[config.mk]
export PLATFORM = sky130hd
export DESIGN_NAME = wb_queue
export DESIGN_NICKNAME = d
export VERILOG_FILES = /design/src/rtl/wb_pkg.sv /design/src/rtl/wb_fifo_mem.sv /design/src/rtl/wb_queue.sv
export SDC_FILE = /design/constraint.sdc
export NUM_CORES = 1
export LEC_CHECK = 0
export CORE_ASPECT_RATIO = 1.25
export CORE_MARGIN = 4
export CORE_UTILIZATION = 54
export DETAILED_ROUTE_END_ITERATION = 6
export PLACE_DENSITY = 0.8
export SKIP_LAST_GASP = 1
export SYNTH_ARGS = -nofsm -noshare
export SYNTH_HDL_FRONTEND = slang
export SYNTH_SLANG_ARGS = --single-unit
[constraint.sdc]
create_clock -name CLK -period 7.3 [get_ports CLK]
set_input_delay 0.73 -clock CLK [delete_from_list [all_inputs] [get_ports CLK]]
set_output_delay 0.73 -clock CLK [all_outputs]
set_load 0.02 [all_outputs]
[src/rtl/wb_pkg.sv]
// Shared widths and the queued write-back entry type for the write-back queue.
package wb_pkg;
  localparam int REG_W  = 5;
  localparam int DATA_W = 32;

  typedef struct packed {
    logic [REG_W-1:0]  dest;
    logic [DATA_W-1:0] data;
  } wb_entry_t;
endpackage

[src/rtl/wb_fifo_mem.sv]
// Write-back FIFO storage: two write ports per cycle (port a is older), one head read.
// With WB_FWD_EN defined it also exposes all entries in age order for forwarding.
module wb_fifo_mem
  import wb_pkg::*;
#(
  parameter  int DEPTH = 4,
  localparam int PTR_W = $clog2(DEPTH),
  localparam int CNT_W = PTR_W + 1
) (
  input  logic             clk,
  input  logic             rst,
  input  logic             push_a,
  input  wb_entry_t        entry_a,
  input  logic             push_b,
  input  wb_entry_t        entry_b,
  input  logic             pop,
  output wb_entry_t        head_o,
  output logic [CNT_W-1:0] count_o
`ifdef WB_FWD_EN
  ,
  output wb_entry_t        ord_o [DEPTH],
  output logic [DEPTH-1:0] ord_vld_o
`endif
);
  wb_entry_t        mem_q [DEPTH];
  wb_entry_t        mem_d [DEPTH];
  logic [PTR_W-1:0] wr_ptr_q, wr_ptr_d, wr_ptr_b;
  logic [PTR_W-1:0] rd_ptr_q, rd_ptr_d;
  logic [CNT_W-1:0] count_q, count_d;

  always_comb begin
    mem_d    = mem_q;
    // Port b lands one slot after port a when both push in the same cycle.
    wr_ptr_b = wr_ptr_q + PTR_W'(push_a);
    if (push_a) mem_d[wr_ptr_q] = entry_a;
    if (push_b) mem_d[wr_ptr_b] = entry_b;
    wr_ptr_d = wr_ptr_b + PTR_W'(push_b);
    rd_ptr_d = rd_ptr_q + PTR_W'(pop);
    count_d  = count_q + CNT_W'(push_a) + CNT_W'(push_b) - CNT_W'(pop);
  end

  always_ff @(posedge clk) begin
    if (rst) begin
      wr_ptr_q <= '0;
      rd_ptr_q <= '0;
      count_q  <= '0;
    end else begin
      wr_ptr_q <= wr_ptr_d;
      rd_ptr_q <= rd_ptr_d;
      count_q  <= count_d;
      mem_q    <= mem_d;
    end
  end

  assign head_o  = mem_q[rd_ptr_q];
  assign count_o = count_q;

`ifdef WB_FWD_EN
  always_comb begin
    for (int i = 0; i < DEPTH; i++) begin
      ord_o[i]     = mem_q[rd_ptr_q + PTR_W'(i)];
      ord_vld_o[i] = (i < int'(count_q));
    end
  end
`endif
endmodule

[src/rtl/wb_queue.sv]
// In-order write-back queue merging ALU and MDU results onto one register-file write port.
// Define WB_FWD_EN to enable pending-write forwarding; otherwise the Fwd* outputs are tied to 0.
module wb_queue
  import wb_pkg::*;
#(
  parameter  int DEPTH = 4,
  localparam int CNT_W = $clog2(DEPTH) + 1
) (
  input  logic              CLK,
  input  logic              RST,
  input  logic              AluValid,
  input  logic [REG_W-1:0]  AluReg,
  input  logic [DATA_W-1:0] AluData,
  input  logic              MduValid,
  input  logic [REG_W-1:0]  MduReg,
  input  logic [DATA_W-1:0] MduData,
  output logic              MduReady,
  output logic              RegWrite,
  output logic [REG_W-1:0]  WriteReg,
  output logic [DATA_W-1:0] WriteData,
  input  logic [REG_W-1:0]  ReadReg1,
  input  logic [REG_W-1:0]  ReadReg2,
  output logic              FwdHit1,
  output logic              FwdHit2,
  output logic [DATA_W-1:0] FwdData1,
  output logic [DATA_W-1:0] FwdData2,
  output logic [CNT_W-1:0]  Count,
  output logic              Overflow
);
  // MDU handshake: a transfer completes on a rising edge where MduValid && MduReady;
  // MduReady never looks at MduValid, and the ALU side has no backpressure at all.
  wb_entry_t        head, alu_entry, mdu_entry;
  logic [CNT_W-1:0] count;
  logic             alu_live, alu_accept, alu_drop, mdu_push, pop;
  logic             overflow_q, overflow_d;

  always_comb begin
    alu_entry  = '{dest: AluReg, data: AluData};
    mdu_entry  = '{dest: MduReg, data: MduData};
    alu_live   = AluValid && (AluReg != '0);
    alu_accept = alu_live && (int'(count) < DEPTH);
    alu_drop   = alu_live && (int'(count) >= DEPTH);
    // Readiness ignores the head pop so it depends on occupancy only.
    MduReady   = (int'(count) + int'(alu_accept)) < DEPTH;
    mdu_push   = MduValid && MduReady && (MduReg != '0);
    pop        = (count != '0);
    overflow_d = overflow_q | alu_drop;
  end

  always_ff @(posedge CLK) begin
    if (RST) overflow_q <= 1'b0;
    else     overflow_q <= overflow_d;
  end

`ifdef WB_FWD_EN
  wb_entry_t        ord [DEPTH];
  logic [DEPTH-1:0] ord_vld;
`endif

  wb_fifo_mem #(.DEPTH(DEPTH)) u_mem (
    .clk      (CLK),
    .rst      (RST),
    .push_a   (alu_accept),
    .entry_a  (alu_entry),
    .push_b   (mdu_push),
    .entry_b  (mdu_entry),
    .pop      (pop),
    .head_o   (head),
    .count_o  (count)
`ifdef WB_FWD_EN
    ,
    .ord_o    (ord),
    .ord_vld_o(ord_vld)
`endif
  );

  // Entries still pending when reset hits are discarded, so no write leaves in that cycle.
  assign RegWrite  = pop && !RST;
  assign WriteReg  = RegWrite ? head.dest : '0;
  assign WriteData = RegWrite ? head.data : '0;
  assign Count     = count;
  assign Overflow  = overflow_q;

`ifdef WB_FWD_EN
  always_comb begin
    FwdHit1  = 1'b0;
    FwdHit2  = 1'b0;
    FwdData1 = '0;
    FwdData2 = '0;
    // Walk oldest to youngest so the youngest match wins.
    for (int i = 0; i < DEPTH; i++) begin
      if (ord_vld[i] && (ReadReg1 != '0) && (ord[i].dest == ReadReg1)) begin
        FwdHit1  = 1'b1;
        FwdData1 = ord[i].data;
      end
      if (ord_vld[i] && (ReadReg2 != '0) && (ord[i].dest == ReadReg2)) begin
        FwdHit2  = 1'b1;
        FwdData2 = ord[i].data;
      end
    end
  end
`else
  logic unused_read_regs;
  assign unused_read_regs = ^{ReadReg1, ReadReg2};
  assign FwdHit1  = 1'b0;
  assign FwdHit2  = 1'b0;
  assign FwdData1 = '0;
  assign FwdData2 = '0;
`endif
endmodule
==> results.txt, run 1 <==
* Count of cells resized by post-cts repair: 0
- Kind of capture point of the worst setup path: flip-flop
- Pre-CTS setup slack: roughly 2.5 ns
- In the routed design, unresolved DRC markers number 0.
- GRT Total Usage: 0.2255
* Maximum number of pins on one net before global-route repair: 106
* Critical path's largest stage delay: 0.88 ns
* Count of unique library cells instantiated by Yosys: 42
- Initial drt markers: approximately 400
* Normalized max-slew margin: 0.3458
* Final hold slack: slightly below 0.5 ns
- Most common cell after layout, fill and taps aside: sky130_fd_sc_hd__mux2_2
* Main area contributors after synthesis: sky130_fd_sc_hd__edfxtp_1 (42%), sky130_fd_sc_hd__mux2_2 (21%), sky130_fd_sc_hd__mux2_4 (8.3%)
- The wire-length estimate of the detail-placed layout is roughly 15 mm.
- From synthesis to final layout, the design area changed by 15.30%.
* Global-route wire length before repair: 38.04 mm
- Routed wire length: 24.74 mm
- Leakage: ~4.7 nW
- Number of buffers on the longest clock path: 2
- In the final timing run, aggregate negative setup slack is 0 ns.
- Register bit total from synthesis: 156
* Worst Tran Pin Value: 0.9761 ns
- Initial Utilization: 0.5544
- In the layout the commonest cells are sky130_fd_sc_hd__mux2_2 (199), sky130_fd_sc_hd__edfxtp_1 (148), sky130_fd_sc_hd__clkdlybuf4s50_1 (120).
- Most area-hungry cell type in the Yosys netlist: sky130_fd_sc_hd__edfxtp_1
- Once placement finished, the instance area stood at 11,580 µm².
- Synth Warn #: 0
- Area of all placed cells without fillers: between 10,000 and 15,000 µm²
* Total number of placement rows: 56
- The slowest stage of the critical path is the sky130_fd_sc_hd__nand4b_1 cell.
- From bottom edge to top edge, the die measures roughly 160 µm.
- Core utilization of the finished layout: 0.6392
- IR analysis of the VDD net gives a maximum drop of between 0.2 and 0.25 mV.
- The total area inside the core boundary comes to ~19,000 µm².
- The layout has between 1,000 and 1,500 filler cells.
- Source of the worst hold timing path: Overflow
- Share of the clock period used by the worst path after layout: 0.6040
- The worst register-to-register path begins at u_mem.count_o[2].
- Minimum setup slack in the final design: ~2.9 ns
* Portion of synthesized cell area occupied by the leading cell type: 0.4222
- Post-synthesis async set-or-reset flop share: 0
* Count of flip-flops with a built-in enable after synthesis: around 150
- Ys flop type: sky130_fd_sc_hd__edfxtp_1
- After clock tree synthesis, the setup repair step added 0 buffers.
- Horizontal extent of the die: about 130 µm
- Total die area: approximately 22,000 µm²
- In this run the number of H-tree levels came out at 4.
* Cell Chain, Critical Path: clkdlybuf4s50_1 > nor3_1 > nand2_1 > nand2_1 > nor2_1 > ha_1 > nor3b_1 > nand4b_1 > buf_12 > mux2_4
- Setup repair after global routing missed its margin: false
* Achievable frequency: 226.8 MHz
* Worst path arrival time: between 4 and 5 ns
- In the synthesized netlist, the number of instances is 701.
* Worst hold path class: flip-flop to flip-flop
* Post-synthesis instance area: approximately 11,000 µm²
- The later pin in the worst-skew pair is clocked with a latency of between 0.4 and 0.5 ns.
- Crit path time final: roughly 4.4 ns
* Clock-pin slew on the worst setup and hold paths: ~0.070 ns
* TritonCTS Buffers: 17
* CP most frequent cell: sky130_fd_sc_hd__nand2_1
- Launching instance or port of the critical path: AluReg[4]
- The via count of the first global-routing pass is roughly 6,800.
- In this run the remaining antenna-violating nets after routing total 0.
* Vias: around 6,300
- Worst setup SP type: input pin
* CTS tree: done
- Setup violations remaining at the end of the flow were counted as 0.
* Average detailed-routed wire length per instance: between 20 and 25 µm
- Via/cell ratio: ~5.8
- Portion of the post-synthesis area used by sequential elements: 0.4374
* Startpoint-to-endpoint class of the critical path: input pin to flip-flop
* Power density over the cells: 374.1 nW/µm²
* Hold buffers post-CTS: 0
- Initial antenna violation count: 2
- Clk root buf: sky130_fd_sc_hd__clkbuf_16
- Mean instance size in the synthesized netlist: about 15 µm²
* Weighted congestion at the end of routability-driven global placement: about 0.78
- The clock net in this run drives a total of 156 sinks.
- During placement, the flow inserted port buffers numbering 120.
- The number of hold-slack violations in the final timing report is 0.
* Final Net Count: 900
* Count of pins over their slew limit: 0
- Clock Skew: 0.008040 ns
- Max-cap check violation count: 0
- The first detailed-routing pass took 4 iterations.
* Global route total overflow: 0
* Crit-path max FO: 28
- For the worst setup path, the data required time is between 7 and 8 ns.
* Top Ports: roughly 200
- The flow ran to the end, and the final reports show no timing, DRC or antenna violations.
- In the final layout, the share of cells above drive strength 1 is 0.4328.
==> where the power goes <==
| part | switching, W | total [W] | internal (W) |
|---|---|---|---|
| Sequential | 0.000167 | 0.00151 | 0.00135 |
| Clock | 0.000360 | 0.000858 | 0.000498 |
| Combinational | 0.000932 | 0.00217 | 0.00124 |
==> cell families after synthesis <==
group	count (synthesis)	synth area share
adder cells (fa/ha/maj)	7	0.009746
AND/OR/NAND/NOR	71	0.04516
XOR/XNOR	4	0.003328
other	1	0.0003562
flip-flops	156	0.4374
AO/OA/AOI/OAI	29	0.02650
buffers and inverters	120	0.08343
multiplexers	313	0.3941
==> synthesized netlist by cell type (3+ instances only) <==
| master | count |
|---|---|
| sky130_fd_sc_hd__and3_1 | 38 |
| sky130_fd_sc_hd__ha_1 | 5 |
| sky130_fd_sc_hd__nand2_1 | 4 |
| sky130_fd_sc_hd__dfxtp_1 | 8 |
| sky130_fd_sc_hd__a22o_1 | 16 |
| sky130_fd_sc_hd__clkbuf_1 | 13 |
| sky130_fd_sc_hd__buf_4 | 70 |
| sky130_fd_sc_hd__nor2b_1 | 3 |
| sky130_fd_sc_hd__mux4_2 | 37 |
| sky130_fd_sc_hd__mux2_1 | 11 |
| sky130_fd_sc_hd__a22o_2 | 4 |
| sky130_fd_sc_hd__edfxtp_1 | 148 |
| sky130_fd_sc_hd__nor2_1 | 9 |
| sky130_fd_sc_hd__buf_6 | 6 |
| sky130_fd_sc_hd__buf_2 | 18 |
| sky130_fd_sc_hd__mux2_2 | 199 |
| sky130_fd_sc_hd__inv_1 | 7 |
| sky130_fd_sc_hd__o21ai_4 | 4 |
| sky130_fd_sc_hd__mux2_4 | 58 |
| sky130_fd_sc_hd__buf_12 | 6 |
| sky130_fd_sc_hd__mux2i_1 | 8 |
==> critical path: cells and delay by family <==
kind | cells | cell delay (ns)
fa+ha+maj | 1 | 0.32
buf+inv | 2 | 1.04
mux | 1 | 0.34
simple gates | 6 | 2.12
==> cell type report <==
cell class | instances | area [µm²] | share of cell area
multi-input combinational | 490 | 5300 | 0.4367
sequential | 156 | 4607 | 0.3795
timing repair buffer | 133 | 1311 | 0.1080
clock buffer | 19 | 432.9 | 0.03567
tap | 261 | 326.6 | 0.02690
clock inverter | 13 | 126.4 | 0.01041
inverter | 7 | 31.28 | 0.002577
antenna | 1 | 2.502 | 0.0002062
==> worst paths after layout <==
check                     endpoint  slack, ns  cells past startpoint
hold / removal            Overflow       0.48                      2
setup / recovery  u_mem.mem_q[121]       2.89                     10
hold reg to reg           Overflow       0.48                      2
setup reg to reg  u_mem.mem_q[121]       3.87                      6
==> per-stage QoR <==
step | power [W] | cells
finish | 0.004541 | 1080
global route | 0.004750 | 1080
CTS | 0.004559 | 1079
detailed placement | 0.003691 | 1047
global placement | 0.003597 | 1047
floorplan | 0.003158 | 766
==> registers in the layout, indices dropped and copies added (netlist names) <==
signal	cells
u_mem.wr_ptr_q	2
u_mem.mem_q	148
u_mem.rd_ptr_q	2
Overflow	1
u_mem.count_o	3
==> layer usage <==
layer | vias to the layer above | track usage | routed length (µm)
li1 | 2821 | - | -
met1 | 3231 | 0.2725 | 9728
met2 | 225 | 0.4062 | 13260
met3 | 21 | 0.04963 | 1526
met4 | 2 | 0.06333 | 210
met5 | - | 0 | 13
Note: power is estimated with default switching activity, not from simulation.
==> inputs of run 2 (changes only) <==
Clock period 7.3 ns to 4.14 ns, I/O delays scaled along.
==> run 2 against run 1 <==
Against the previous run:
- register-to-register slack lost 2.7 ns
- global-route usage up 0.10 points
- non-clock buffer count increased by 13
- design area is 1.1% higher
- die area stayed put
- combinational power is 75% higher
- flip-flop and latch count stayed put
- largest power group unchanged
- highest routed layer is now met4
==> results.txt, run 2 (synthesis results as in run 1) <==
- Number of setup violations in the final report: 0 (unchanged)
- The transition at the pin with the smallest max-transition slack came to 0.8422 ns (-0.1339 ns).
- Achievable frequency: 301.7 MHz
* Final Net Count: 913 (+1.4%)
- The detailed-route vias per instance is 5.938 (+1.8%).
- The critical path is of the input pin to flip-flop type.
- Antenna cell count: 0 (-1)
* Number of buffers on the longest clock path: 2 (unchanged)
- CP Data Required Time: 4.32 ns (-3.15 ns)
- The worst path in the final design needs a cycle of 3.315 ns, including I/O delays and setup.
* Post-route total power: 0.008053 W (+77%)
- Slowest stage cell, crit path: sky130_fd_sc_hd__clkdlybuf4s50_1
- The I/O pin total is 197 (unchanged).
- From synthesis to final layout, the design area changed by 16.57%.
- The number of DRC violations after detailed routing was 0 (unchanged).
* Initial antenna violation count: 0 (-2)
* Fin. Hold Viols: 0 (unchanged)
- The slack of the worst reg-to-reg path was 1.19 ns (-2.68 ns).
- Global-route wire length before repair: 38.25 mm (+0.54%)
* H-tree depth: 4 (unchanged)
* Crit path buffers/inverters: 2 (unchanged)
- Run status: complete, no violations
- Min-Delay Path Depth: 2 (unchanged)
- The via count of the first global-routing pass was 6,854 (+1.1%).
- The top cell types in the final layout, fill and taps aside, are sky130_fd_sc_hd__mux2_2 (199), sky130_fd_sc_hd__edfxtp_1 (148), sky130_fd_sc_hd__clkdlybuf4s50_1 (120).
- The filler cell count came to 1,396 (-0.072%).
- The highest cell delay on the worst timing path is 0.53 ns (-0.35 ns).
- Vias: 6,484 (+2.9%)
- The clock latency of the later-clocked register in the worst-skew pair is 0.43 ns (about the same).
- The first-pass detailed-route iteration total came to 4 (unchanged).
- In this run the most critical hold path is launched from Overflow.
* Worst hold path class: flip-flop to flip-flop
- The worst hold path terminates at Overflow.
- STA classifies the critical path endpoint as a flip-flop.
- Detailed Place HPWL: 16.18 mm (+5.1%)
- Flip-flop count of the largest register, all copies and words added: 148 (unchanged)
- The data arrival time of the critical path came to 3.49 ns (-1.09 ns).
* Count of pins over their slew limit: 0 (unchanged)
- Among cell families on the critical path, the largest total delay comes from simple AND/OR/NAND/NOR gates.
- The max-cap violation count is 0 (unchanged).
- The full die area is 21,810 µm² (unchanged).
* GRT Total Usage: 0.2265 (+0.001025)
- The die height was 164.1 µm (unchanged).
* Average detailed-routed wire length per instance: 22.93 µm (+0.10%)
- Walking the worst path, the cells encountered are clkdlybuf4s50_1 > nor3_1 > nand2_1 > nand2_1 > nor2_1 > ha_1 > xor2_1 > nor2_1 > nand3_4 > buf_4 > mux2_2.
- Worst setup SP type: input pin
- The worst supply voltage drop on vdd came to 0.3441 mV (+46%).
* Share of the clock period used by the worst path after layout: 0.8007
- The logic depth of the worst register-to-register path came to 5 (-1).
- Most common cell after layout, fill and taps aside: sky130_fd_sc_hd__mux2_2
- Number of post-CTS setup repair buffers: 0 (unchanged)
- TritonCTS Buffers: 17 (unchanged)
* Worst reg2reg startpoint: u_mem.count_o[2]
- In this run the critical register-to-register path is captured at u_mem.mem_q[118].
* Largest register by flop count: u_mem.mem_q
- The final-layout setup total negative slack came to 0 ns (unchanged).
- The clock slew at the register clock pins of the worst setup and hold paths is 0.06 ns (about the same).
* Clock sinks: 156 (unchanged)
* Initial Utilization: 0.5544 (unchanged)
* CTS tree: done
- CORE AREA: 18,990 µm² (unchanged)
- Global route total overflow: 0 (unchanged)
- The global placer's final weighted congestion was 0.8017 (+3.4%).
* Initial drt markers: 495 (+20%)
- Clk root buf: sky130_fd_sc_hd__clkbuf_16
- The total length of routed wires was 25.04 mm (+1.2%).
- Maximum number of pins on one net before global-route repair: 53 (-50%)
- The post-cts repair resize count came to 0 (unchanged).
- The final clock skew is 0.005702 ns (-0.002338 ns).
* Leakage: 4.814 nW (+1.4%)
* Crit-path max FO: 19 (-32%)
* Number of I/O port buffers: 120 (unchanged)
- The power per unit of standard cell area was 656.2 nW/µm² (+75%).
* Hold buffers post-CTS: 0 (unchanged)
- Antenna-violating nets left: 0 (unchanged)
- Setup repair after global routing missed its margin: false
* Total number of placement rows: 56 (unchanged)
* Normalized max-slew margin: 0.4385 (+0.09274)
- The width of the chip came to 132.9 µm (unchanged).
- Share of cells above drive strength 1: 0.4416 (+0.008874)
run 2: worst max path at each step:
stage	from	endpoint	slack [ns]	cells after the start
3_5_place_dp	AluReg[4]	u_mem.mem_q[129]	0.43	10
2_1_floorplan	RST	WriteData[23]	0.56	4
4_1_cts	AluReg[4]	u_mem.mem_q[97]	0.83	11
6_report	AluReg[4]	u_mem.mem_q[103]	0.83	11
3_3_place_gp	AluReg[4]	u_mem.mem_q[147]	0.54	10
5_1_grt	AluReg[4]	u_mem.mem_q[91]	0.64	11
run 2: power breakdown:
group	internal [W]	leakage, nW	switching (W)
Sequential	0.00237	1.52	0.000368
Combinational	0.00221	3.04	0.00158
Clock	0.000875	0.260	0.000643
Total	0.00546	4.81	0.00259
run 2: cell type report:
class | instances | area [µm²] | share of cell area
multi-input combinational | 490 | 5300 | 0.4319
inverter | 7 | 31.28 | 0.002549
sequential | 156 | 4609 | 0.3756
tap | 261 | 326.6 | 0.02661
clock buffer | 18 | 429.2 | 0.03497
clock inverter | 14 | 128.9 | 0.01050
timing repair buffer | 146 | 1446 | 0.1179
run 2: worst register-to-register path: stages, from the launching register on:
cell	delay [ns]
sky130_fd_sc_hd__dfxtp_1	0.44
sky130_fd_sc_hd__nor4b_4	0.62
sky130_fd_sc_hd__a21boi_4	0.66
sky130_fd_sc_hd__buf_4	0.35
sky130_fd_sc_hd__mux2_2	0.38
sky130_fd_sc_hd__mux2_4	0.26
run 2: per-stage QoR:
| step | cells | util | instance area, µm² | worst slack (ns) | hold slack, ns |
|---|---|---|---|---|---|
| finish | 1092 | 0.6463 | 12270 | 0.8252 | 0.4744 |
| global route | 1092 | 0.6463 | 12270 | 0.6403 | 0.5070 |
| CTS | 1092 | 0.6463 | 12270 | 0.8300 | 0.4857 |
| detailed placement | 1060 | 0.6169 | 11710 | 0.4338 | 0.4713 |
| global placement | 1060 | 0.6169 | 11710 | 0.5361 | 0.4555 |
| floorplan | 766 | - | 10770 | 0.5609 | 0.5543 |
run 2: per-layer routing:
| metal | routed length [µm] | vias to the layer above | global-route usage | part of all wire |
|---|---|---|---|---|
| met2 | 13110 | 269 | 0.4064 | 0.52 |
| li1 | - | 2849 | - | - |
| met5 | 0 | - | 0 | 0 |
| met4 | 497 | 0 | 0.07136 | 0.020 |
| met3 | 1596 | 39 | 0.05025 | 0.064 |
| met1 | 9839 | 3327 | 0.2716 | 0.39 |
==> inputs of run 3 (changes only) <==
Settings changed: CORE_UTILIZATION 54 to 48, PLACE_DENSITY 0.8 to 0.75.
Clock period 4.14 ns to 3 ns, I/O delays scaled along.
==> run 3 against run 2 <==
Against the previous run:
- highest routed layer unchanged
- clock power up 40%
- utilization fell by 5.7 points
- clock skew is 0.0028 ns higher
- flip-flop and latch count stayed put
- largest cell class unchanged
- register-to-register slack lost 0.81 ns
==> results.txt, run 3 (synthesis results as in run 1) <==
* Run status: complete, no violations
- CP Data Required Time: 2.70 ns (-1.62 ns)
* Post-route total power: 0.01131 W (+40%)
- Worst setup SP type: flip-flop
- Number of global-route vias before repair: 6,430 (-6.2%)
* Average detailed-routed wire length per instance: 21.08 µm (-8.1%)
* Largest register by flop count: u_mem.mem_q
- The library cell used most frequently in the layout, excluding fill and tap cells, is sky130_fd_sc_hd__mux2_2.
* Final hold slack: 0.4874 ns (+0.01292 ns)
- Routed wire length: 23.97 mm (-4.3%)
- The count of port buffers added during placement came to 120 (unchanged).
- The number of placement rows was 60 (+7.1%).
- The net count of the finished layout came to 939 (+2.8%).
- Share of the clock period used by the worst path after layout: 0.9199
* Global-route wire length before repair: 36.87 mm (-3.6%)
- The placeable core region came to 21,550 µm² (+13%).
- The maximum buffer depth of the clock tree came to 2 (unchanged).
- Top Ports: 197 (unchanged)
- Setup repair after global routing left no endpoint under its margin.
- The die height is 173.6 µm (+5.8%).
- Kind of capture point of the worst setup path: output port
- Via/cell ratio: 5.550 (-6.5%)
* Worst hold path class: flip-flop to flip-flop
* Maximum number of pins on one net before global-route repair: 41 (-23%)
* Weighted congestion at the end of routability-driven global placement: 0.7713 (-3.8%)
- Count of pins over their slew limit: 0 (unchanged)
* Number of setup violations in the final report: 0 (unchanged)
- The static leakage power is 5.042 nW (+4.7%).
- Detailed Place HPWL: 15.86 mm (-2.0%)
- TritonCTS Buffers: 17 (unchanged)
- Achievable frequency: ~360 MHz
- The initial core utilization came to 0.4886 (-0.06581).
- GRT Total Usage: 0.1926 (-0.03390)
* Number of post-CTS setup repair buffers: 0 (unchanged)
* Vias: 6,310 (-2.7%)
- The number of hold buffers added after CTS was 0 (unchanged).
- Insertion delay to the later sink of the worst-skew pair: 0.42 ns (about the same)
* Initial drt markers: 381 (-23%)
- Power density over the cells: 891.0 nW/µm² (+36%)
- Crit path time final: ~2.8 ns
- Drt pass-1 iters: 4 (unchanged)
- Total die area: 24,380 µm² (+12%)
- The number of DRC violations after detailed routing is 0 (unchanged).
- The setup path with the least slack is of type flip-flop to output port.
- TritonCTS built the clock tree.
- The maximum fanout along the worst path came to 19 (unchanged).
- The count of nets left with antenna violations after detail routing was 0 (unchanged).
* Worst path arrival time: 2.46 ns (-1.03 ns)
* H-tree depth: 4 (unchanged)
- Flip-flop count of the largest register, all copies and words added: 148 (unchanged)
- The clock sink count was 156 (unchanged).
- Commonest non-fill, non-tap cells in the layout: sky130_fd_sc_hd__mux2_2 (199), sky130_fd_sc_hd__edfxtp_1 (148), sky130_fd_sc_hd__clkdlybuf4s50_1 (120)
- Clock Skew: 0.008527 ns (+0.002825 ns)
* Fin. Hold Viols: 0 (unchanged)
* Area grow syn2layout: 20.62%
- The ratio of cells with drive above 1 in the final layout came to 0.4632 (+0.02161).
* Count of cells resized by post-cts repair: 0 (unchanged)
- The max-cap violation count is 0 (unchanged).
- The number of antenna violations at the first check in global routing was 1 (+1).
- Global route total overflow: 0 (unchanged)
- Area of all placed cells without fillers: 12,700 µm² (+3.5%)
- The worst supply voltage drop on vdd is 0.5002 mV (+45%).
- Horizontal extent of the die: 140.5 µm (+5.7%)
- Clock-pin slew on the worst setup and hold paths: 0.06 ns (about the same)
- Clk root buf: sky130_fd_sc_hd__clkbuf_16
* Cell area after placement: 12,120 µm² (+3.4%)
- The final-layout setup total negative slack came to 0 ns (unchanged).
run 3: changes by cell type in the layout (fill, tap and decap cells not counted), sizes merged:
cell,previous run,this run
buf,26,52
inv,7,16
clkinv,7,3
clkinvlp,5,2
bufinv,2,1
clkbuf,18,17
diode,0,1
run 3: layout make-up:
class / instances / area (µm²)
sequential: 156 / 4607
fill: 1699 / 8847
inverter: 7 / 31.28
antenna: 1 / 2.502
tap: 279 / 349.1
clock buffer: 17 / 425.4
multi-input combinational: 490 / 5300
timing repair buffer: 172 / 1829
clock inverter: 15 / 153.9
run 3: critical path, stage by stage, from the launching register on:
cell                              delay [ns]
sky130_fd_sc_hd__dfxtp_2                0.33
sky130_fd_sc_hd__buf_4                  0.37
sky130_fd_sc_hd__mux4_2                 0.56
sky130_fd_sc_hd__and3_1                 0.23
sky130_fd_sc_hd__clkdlybuf4s50_1        0.55
run 3: worst paths after layout:
| path | end | startpoint | depth (start not counted) | slack [ns] |
|---|---|---|---|---|
| worst min register to register | Overflow | Overflow | 2 | 0.49 |
| worst max-delay path | WriteData[22] | u_mem.rd_ptr_q[0] | 4 | 0.24 |
| worst min-delay path | Overflow | Overflow | 2 | 0.49 |
| worst max register to register | u_mem.count_o[1] | u_mem.count_o[1] | 9 | 0.38 |
run 3: power by group:
part           internal (W)  total, W  switching (W)
Clock               0.00118   0.00213       0.000953
Sequential          0.00327   0.00360       0.000327
Combinational       0.00327   0.00559        0.00232
Total               0.00772    0.0113        0.00360
run 3: routing by layer:
layer  vias to the layer above  part of all wire  GRT usage
met3                        23             0.070    0.04470
li1                       2902                 -          -
met4                         0             0.013    0.04887
met1                      3145              0.41     0.2457
met5                         -                 0          0
met2                       240              0.50     0.3307
run 3: metrics by stage:
stage | util | worst slack [ns] | cells
floorplan | - | 0.1429 | 766
global route | 0.5894 | 0.1141 | 1137
global placement | 0.5624 | -0.1186 | 1104
CTS | 0.5893 | 0.1785 | 1136
finish | 0.5894 | 0.2403 | 1137
detailed placement | 0.5624 | -0.1333 | 1104
